**src/rtl/mdu_ctrl_if.sv**
```systemverilog
// EX-stage to multiply/divide unit bundle: request, operands and flush in;
// stall, busy and the architectural HI/LO values out.
interface mdu_ctrl_if;
    logic        req;
    logic [2:0]  mdu_op;
    logic [31:0] src_a;
    logic [31:0] src_b;
    logic        flush;
    logic        stall;
    logic        busy;
    logic [31:0] hi_o;
    logic [31:0] lo_o;

    modport master (
        output req, mdu_op, src_a, src_b, flush,
        input  stall, busy, hi_o, lo_o
    );

    modport slave (
        input  req, mdu_op, src_a, src_b, flush,
        output stall, busy, hi_o, lo_o
    );
endinterface

```
**src/rtl/mdu_ctrl.sv**
```systemverilog
// Multiply/divide sequencer for the EX stage: owns HI/LO, runs multi-cycle
// MULT/MULTU/DIV/DIVU and single-cycle MTHI/MTLO, and stalls the pipeline.
module mdu_ctrl #(
    parameter int MUL_LAT  = 2,
    parameter int DIV_ITER = 32
) (
    input  logic      clk,
    input  logic      rst,
    mdu_ctrl_if.slave bus
);
    localparam logic [2:0] OP_MULT  = 3'd1;
    localparam logic [2:0] OP_MULTU = 3'd2;
    localparam logic [2:0] OP_DIV   = 3'd3;
    localparam logic [2:0] OP_DIVU  = 3'd4;
    localparam logic [2:0] OP_MTHI  = 3'd5;
    localparam logic [2:0] OP_MTLO  = 3'd6;

    localparam logic [4:0] MUL_LAST = 5'(MUL_LAT - 1);
    localparam logic [4:0] DIV_LAST = 5'(DIV_ITER - 1);

    typedef enum logic [1:0] {
        ST_IDLE = 2'd0,
        ST_MUL  = 2'd1,
        ST_DIV  = 2'd2,
        ST_DONE = 2'd3
    } state_t;

    state_t      state_r;
    state_t      state_nxt_s;
    logic [4:0]  cnt_r;
    logic [31:0] hi_r;
    logic [31:0] lo_r;
    // opb_r holds the multiplier or |divisor|; quo_r doubles as multiplicand
    logic [31:0] opb_r;
    logic [31:0] rem_r;
    logic [31:0] quo_r;
    logic        mul_signed_r;
    logic        quo_neg_r;
    logic        rem_neg_r;
    logic        div_zero_r;

    logic        is_mul_s;
    logic        is_div_s;
    logic        div_signed_s;
    logic        stall_s;
    logic        busy_s;
    logic        acc_mul_s;
    logic        acc_div_s;
    logic        mthi_we_s;
    logic        mtlo_we_s;
    logic        mul_done_s;
    logic        div_done_s;
    logic [63:0] mul_a_s;
    logic [63:0] mul_b_s;
    logic [63:0] prod_s;
    logic [32:0] shl_s;
    logic [32:0] diff_s;
    logic [31:0] rem_step_s;
    logic [31:0] quo_step_s;
    logic [31:0] quo_fix_s;
    logic [31:0] rem_fix_s;

    // Two's-complement negate when neg is set; 0x80000000 maps onto itself.
    function automatic logic [31:0] neg_if(input logic [31:0] v, input logic neg);
        logic [31:0] r;
        if (neg) begin
            r = ~v + 32'd1;
        end else begin
            r = v;
        end
        return r;
    endfunction

    // Opcode classification of the instruction sitting in EX
    always_comb begin
        is_mul_s     = 1'b0;
        is_div_s     = 1'b0;
        div_signed_s = 1'b0;
        case (bus.mdu_op)
            OP_MULT, OP_MULTU: is_mul_s = 1'b1;
            OP_DIV: begin
                is_div_s     = 1'b1;
                div_signed_s = 1'b1;
            end
            OP_DIVU: is_div_s = 1'b1;
            default: is_mul_s = 1'b0;
        endcase
    end

    // One multiplier serves both flavours: sign-extend only for MULT
    assign mul_a_s = {{32{mul_signed_r & quo_r[31]}}, quo_r};
    assign mul_b_s = {{32{mul_signed_r & opb_r[31]}}, opb_r};
    assign prod_s  = mul_a_s * mul_b_s;

    // Restoring step: a borrow out of the 33-bit subtract means "no subtract"
    assign shl_s      = {rem_r, quo_r[31]};
    assign diff_s     = shl_s - {1'b0, opb_r};
    assign rem_step_s = diff_s[32] ? shl_s[31:0] : diff_s[31:0];
    assign quo_step_s = {quo_r[30:0], ~diff_s[32]};
    assign quo_fix_s  = neg_if(quo_step_s, quo_neg_r);
    assign rem_fix_s  = neg_if(rem_step_s, rem_neg_r);

    // FSM state register
    always_ff @(posedge clk) begin
        if (rst) begin
            state_r <= ST_IDLE;
        end else begin
            state_r <= state_nxt_s;
        end
    end

    // FSM next-state logic; flush returns to IDLE from anywhere
    always_comb begin
        state_nxt_s = state_r;
        if (bus.flush) begin
            state_nxt_s = ST_IDLE;
        end else begin
            case (state_r)
                ST_IDLE: begin
                    if (bus.req && is_mul_s) begin
                        state_nxt_s = ST_MUL;
                    end else if (bus.req && is_div_s) begin
                        state_nxt_s = ST_DIV;
                    end else begin
                        state_nxt_s = ST_IDLE;
                    end
                end
                ST_MUL: begin
                    if (cnt_r == MUL_LAST) begin
                        state_nxt_s = ST_DONE;
                    end else begin
                        state_nxt_s = ST_MUL;
                    end
                end
                ST_DIV: begin
                    if (cnt_r == DIV_LAST) begin
                        state_nxt_s = ST_DONE;
                    end else begin
                        state_nxt_s = ST_DIV;
                    end
                end
                ST_DONE: state_nxt_s = ST_IDLE;
                default: state_nxt_s = ST_IDLE;
            endcase
        end
    end

    // FSM outputs: stall and the write/accept strobes for the datapath
    always_comb begin
        stall_s    = 1'b0;
        busy_s     = 1'b0;
        acc_mul_s  = 1'b0;
        acc_div_s  = 1'b0;
        mthi_we_s  = 1'b0;
        mtlo_we_s  = 1'b0;
        mul_done_s = 1'b0;
        div_done_s = 1'b0;
        case (state_r)
            ST_IDLE: begin
                if (bus.req && !bus.flush) begin
                    stall_s   = is_mul_s | is_div_s;
                    acc_mul_s = is_mul_s;
                    acc_div_s = is_div_s;
                    mthi_we_s = (bus.mdu_op == OP_MTHI);
                    mtlo_we_s = (bus.mdu_op == OP_MTLO);
                end else begin
                    stall_s = 1'b0;
                end
            end
            ST_MUL: begin
                stall_s    = 1'b1;
                busy_s     = 1'b1;
                mul_done_s = (cnt_r == MUL_LAST) && !bus.flush;
            end
            ST_DIV: begin
                stall_s    = 1'b1;
                busy_s     = 1'b1;
                div_done_s = (cnt_r == DIV_LAST) && !bus.flush && !div_zero_r;
            end
            ST_DONE: stall_s = 1'b0;
            default: stall_s = 1'b0;
        endcase
    end

    // Operand latches, iteration counter and divider working registers
    always_ff @(posedge clk) begin
        if (rst) begin
            cnt_r        <= 5'd0;
            opb_r        <= 32'd0;
            rem_r        <= 32'd0;
            quo_r        <= 32'd0;
            mul_signed_r <= 1'b0;
            quo_neg_r    <= 1'b0;
            rem_neg_r    <= 1'b0;
            div_zero_r   <= 1'b0;
        end else if (acc_mul_s) begin
            cnt_r        <= 5'd0;
            quo_r        <= bus.src_a;
            opb_r        <= bus.src_b;
            mul_signed_r <= (bus.mdu_op == OP_MULT);
        end else if (acc_div_s) begin
            cnt_r      <= 5'd0;
            rem_r      <= 32'd0;
            quo_r      <= neg_if(bus.src_a, div_signed_s & bus.src_a[31]);
            opb_r      <= neg_if(bus.src_b, div_signed_s & bus.src_b[31]);
            quo_neg_r  <= div_signed_s & (bus.src_a[31] ^ bus.src_b[31]);
            rem_neg_r  <= div_signed_s & bus.src_a[31];
            div_zero_r <= (bus.src_b == 32'd0);
        end else if (state_r == ST_DIV) begin
            cnt_r <= cnt_r + 5'd1;
            rem_r <= rem_step_s;
            quo_r <= quo_step_s;
        end else if (state_r == ST_MUL) begin
            cnt_r <= cnt_r + 5'd1;
        end else begin
            cnt_r <= cnt_r;
        end
    end

    // Architectural HI/LO registers
    always_ff @(posedge clk) begin
        if (rst) begin
            hi_r <= 32'd0;
            lo_r <= 32'd0;
        end else if (mul_done_s) begin
            hi_r <= prod_s[63:32];
            lo_r <= prod_s[31:0];
        end else if (div_done_s) begin
            hi_r <= rem_fix_s;
            lo_r <= quo_fix_s;
        end else if (mthi_we_s) begin
            hi_r <= bus.src_a;
        end else if (mtlo_we_s) begin
            lo_r <= bus.src_a;
        end else begin
            hi_r <= hi_r;
        end
    end

    assign bus.stall = stall_s;
    assign bus.busy  = busy_s;
    assign bus.hi_o  = hi_r;
    assign bus.lo_o  = lo_r;
endmodule

```
**src/flat_wrapper.sv**
```systemverilog
// flat-port wrapper written by rule: the top's interface ports become plain ports
module mdu_ctrl_flat 
#(
    parameter int MUL_LAT  = 2,
    parameter int DIV_ITER = 32
)
  (clk, rst, bus_req, bus_mdu_op, bus_src_a, bus_src_b, bus_flush, bus_stall, bus_busy, bus_hi_o, bus_lo_o);
  mdu_ctrl_if bus_i ();
  input  logic clk;
  input  logic rst;
  input wire logic [$bits(bus_i.req)-1:0] bus_req;
  input wire logic [$bits(bus_i.mdu_op)-1:0] bus_mdu_op;
  input wire logic [$bits(bus_i.src_a)-1:0] bus_src_a;
  input wire logic [$bits(bus_i.src_b)-1:0] bus_src_b;
  input wire logic [$bits(bus_i.flush)-1:0] bus_flush;
  output wire logic [$bits(bus_i.stall)-1:0] bus_stall;
  output wire logic [$bits(bus_i.busy)-1:0] bus_busy;
  output wire logic [$bits(bus_i.hi_o)-1:0] bus_hi_o;
  output wire logic [$bits(bus_i.lo_o)-1:0] bus_lo_o;
  assign bus_i.req = bus_req;
  assign bus_i.mdu_op = bus_mdu_op;
  assign bus_i.src_a = bus_src_a;
  assign bus_i.src_b = bus_src_b;
  assign bus_i.flush = bus_flush;
  assign bus_stall = bus_i.stall;
  assign bus_busy = bus_i.busy;
  assign bus_hi_o = bus_i.hi_o;
  assign bus_lo_o = bus_i.lo_o;
  mdu_ctrl #(.MUL_LAT(MUL_LAT), .DIV_ITER(DIV_ITER)) u_core (.clk(clk), .rst(rst), .bus(bus_i));
endmodule
```
**config.mk**
```make
export PLATFORM = sky130hd
export DESIGN_NAME = mdu_ctrl_flat
export DESIGN_NICKNAME = d
export VERILOG_FILES = /design/src/rtl/mdu_ctrl_if.sv /design/src/rtl/mdu_ctrl.sv /design/src/flat_wrapper.sv
export SDC_FILE = /design/constraint.sdc
export NUM_CORES = 2
export LEC_CHECK = 0
export ABC_AREA = 0
export CAP_MARGIN = 20
export CORE_MARGIN = 2
export CORE_UTILIZATION = 45
export DETAILED_ROUTE_END_ITERATION = 10
export PLACE_DENSITY = 0.61
export SYNTH_ARGS = -nofsm -noshare
export SYNTH_HDL_FRONTEND = slang
export SYNTH_SLANG_ARGS = --single-unit
```
**constraint.sdc**
```tcl
create_clock -name clk -period 11.74 [get_ports clk]
set_input_delay 2.935 -clock clk [delete_from_list [all_inputs] [get_ports clk]]
set_output_delay 2.935 -clock clk [all_outputs]
set_load 0.02 [all_outputs]
```
==> impl_metrics.toml <==
[synthesis]
yosys.area.top_type = "fa_1"
synth_nets = 7371
synth_cell_type_count = 84
synthTopCellsByArea = "fa_1, inv_1, dfxtp_1"
yosysSeqAreaShare_pct = 6.80
ys.flop_type = "dfxtp_1"
synth_area_per_cell_sq_um = 8.50
yosys_warnings = 0
syn_area_sq_um = 50300
async_flop_share_pct = 0
ys_ff_latch = 171
syn_inst = 5918
synth_edf_count = 0
yosys.area.top_type_share_pct = 44.8

[setup_path]
rr_endpoint = "u_core.bus.hi_o[28]"
end_kind = "flop"
worstPathArrival_ns = 10.62
cp_max_fo = 20
startpoint = "u_core.quo_r[31]"
r2r_slack_ns = 1.55
cp-start-kind = "flop"
r2r_start = "u_core.quo_r[31]"
cp.buffers_inverters = 7
crit_family = "adder cells"
r2r_cells = 28
crit_top_cell = "fa_1"
max_stage_delay_ns = 0.97
crit_type = "flop to flop"
required_ns = 12.17
endpoint = "u_core.bus.hi_o[28]"
slowest_stage = "fa_1"
worstSetupPathDepth = 28

[outcome]
status = "finished clean"

[placed_design]
place_inst = 7285
place_ws_ns = 1.75
hpwlAfterDp_um = 139000
gp_congestion = 0.969
port_buffers = 136

[routing]
top_layer_used = "met5"
first_iter_violations = 3927
wire_per_inst_um = 24.0
vias_per_cell = 5.71
ant_nets = 0
wl_met1_um = 67300
wl_um = 175000
drc_errors = 0
vias = 41777
wl_met3_um = 14600
route.met2.wl_um = 84200
drt_first_pass_iters = 9

[timing]
rsz0062_at_grt = "false"
drv_slew = 0
tightest_slew_ns = 1.11
fin_worst_skew_ns = 0.0217
period_share_pct = 86.8
setup_viol = 0
max_slew_margin_pct = 26.0
holdWs_ns = 0.459
fmax_ghz = 0.0981
layout_setup_ws_ns = 1.55
hold_viol = 0
finalCriticalPeriod_ns = 10.19
tns_ns = 0

[power]
power.density_nw_per_um2 = 55.3
vdd_ir_drop_max_v = 0.000126
cellLeakagePower_uw = 0.0249

[global_routing]
grt_pass1_wl_um = 272000
grt-ovfl-total = 0
grt_pass1_vias = 43941
grt_usage_pct = 31.4
grt_max_degree = 122
antenna_found_initial = 14

[final_layout]
finalNetCount = 7269
areaGrowthSynthToFinish_pct = 6.60
fin_cells = 7320
layout-drive-gt1-share_pct = 3.23
num-fill-cells = 10830
utilization_pct = 48.4

[clock_network]
clk_path_buf_depth = 2
postCtsSetupBuffers = 0
holdBufCountCts = 0
cts_htree_levels = 4
cts_tree = "yes"
cts-buffers-inserted = 17
clock-root-buffer = "clkbuf_16"
clk_pin_slew_ns = 0.09
cts_resized = 0
clk-insertion-delay-late_ns = 0.50
clock_sinks = 171

[floorplanning]
initial_core_util_pct = 45.4
rows = 122
pin_count = 137
die_area_sq_um = 114000
die_x_um = 338
core_sq_um = 111000
die_h_um = 338

[min_path]
whs_path_depth = 2
hold_path.class = "flop to flop"

[run]
max-cap-violations = 0
## layout by cell type, fill, tap and decap left out, types with 27 or more instances in the layout
master,instances
a211oi_1,70
a21o_1,43
a21oi_1,178
and2_1,294
and3_1,41
buf_4,99
clkdlybuf4s50_1,135
dfxtp_1,165
fa_1,1126
ha_1,256
inv_1,1151
nand2_1,876
nand2b_1,51
nand3_1,42
nor2_1,366
nor3_1,105
o21ai_0,164
o31ai_1,27
xnor2_1,106
xor2_1,85
## report_power, final
part / internal, uW / switching, uW / total (uW)
clock network: 284 / 326 / 610
registers: 604 / 63.8 / 668
logic: 548 / 1140 / 1690
## flip-flops by register name (all words and copies together) (netlist names), 2 cells and up
register,cells
u_core.bus.hi_o,32
u_core.bus.lo_o,32
u_core.cnt_r,5
u_core.opb_r,32
u_core.quo_r,32
u_core.rem_r,32
u_core.state_r,2
## Yosys cell counts, types with 6 or more instances
master     count
inv_1       1151
fa_1        1126
nand2_1      878
nor2_1       367
clkbuf_1     303
and2_1       294
ha_1         256
a21oi_1      179
dfxtp_1      171
o21ai_0      164
nor3_1       106
xnor2_1      106
xor2_1        85
a211oi_1      70
nand2b_1      53
buf_1         49
a21o_1        43
nand3_1       42
and3_1        41
o31ai_1       27
nor2b_1       25
nor4_1        23
o211ai_1      23
a22oi_1       21
a221oi_1      20
a31oi_1       20
o21a_1        19
or3_1         18
mux2i_1       17
nand4_1       15
o41ai_1       14
a2111oi_0     12
o21bai_1      12
or2_2         10
or4_1          9
a211o_1        8
a222oi_1       8
buf_2          8
a21boi_0       7
a311oi_1       7
nor3b_1        7
o22ai_1        7
and4_1         6
o31a_1         6
## worst register-to-register path: cells and delay by family, from the launching register on
| family | cells | cell delay (ns) |
|---|---|---|
| adders and majority gates | 9 | 4.84 |
| and+or+nand+nor | 5 | 1.37 |
| xor gates and xnor gates | 1 | 0.15 |
| buffers and inverters | 7 | 1.10 |
| AOI/OAI and AO/OA | 6 | 1.95 |
| DFF | 1 | 0.70 |
## logic make-up after synthesis
| family | synth area share [%] |
|---|---|
| multiplexers | 0.477 |
| AO/OA/AOI/OAI | 9.53 |
| buffers and inverters | 11.3 |
| flip-flops | 6.80 |
| adder cells (fa/ha/maj) | 51.2 |
| XOR/XNOR | 3.32 |
| AND/OR/NAND/NOR | 17.4 |
## worst min-delay path by stage
stage	startpoint	endpoint	slack, ns
final	u_core.bus.lo_o[29]	u_core.bus.lo_o[29]	0.46
after global routing	u_core.bus.lo_o[12]	u_core.bus.lo_o[12]	0.48
after CTS	u_core.bus.lo_o[29]	u_core.bus.lo_o[29]	0.46
after detailed placement	u_core.bus.lo_o[21]	u_core.bus.lo_o[21]	0.44
after global placement	u_core.bus.lo_o[21]	u_core.bus.lo_o[21]	0.44
after floorplan	u_core.div_zero_r	u_core.div_zero_r	0.44
## per-stage QoR
step                total power, uW  cell area, sq um
global placement               2330             53000
finish                         2970             53600
floorplan                      1700             50300
global route                   3140             53600
detailed placement             2340             53000
CTS                            2950             53600
## layout make-up
cell class              instances  area [sq um]  share of cell area, %
well taps                    1488          1860                   3.47
repair buffers                239          2180                   4.06
inverters                    1157          4340                   8.10
clock buffers                  17           425                  0.793
diodes                          4          10.0                 0.0187
flip-flops and latches        171          3430                   6.40
clock inverters                14           150                  0.280
multi-input cells            4230         41200                   76.9
## routing by layer
metal | vias up | GRT usage (%)
met5 | - | 0
li1 | 17891 | -
met1 | 21599 | 39.6
met4 | 14 | 14.0
met3 | 420 | 5.91
met2 | 1853 | 52.4
Note: power is estimated with default switching activity, not from simulation.
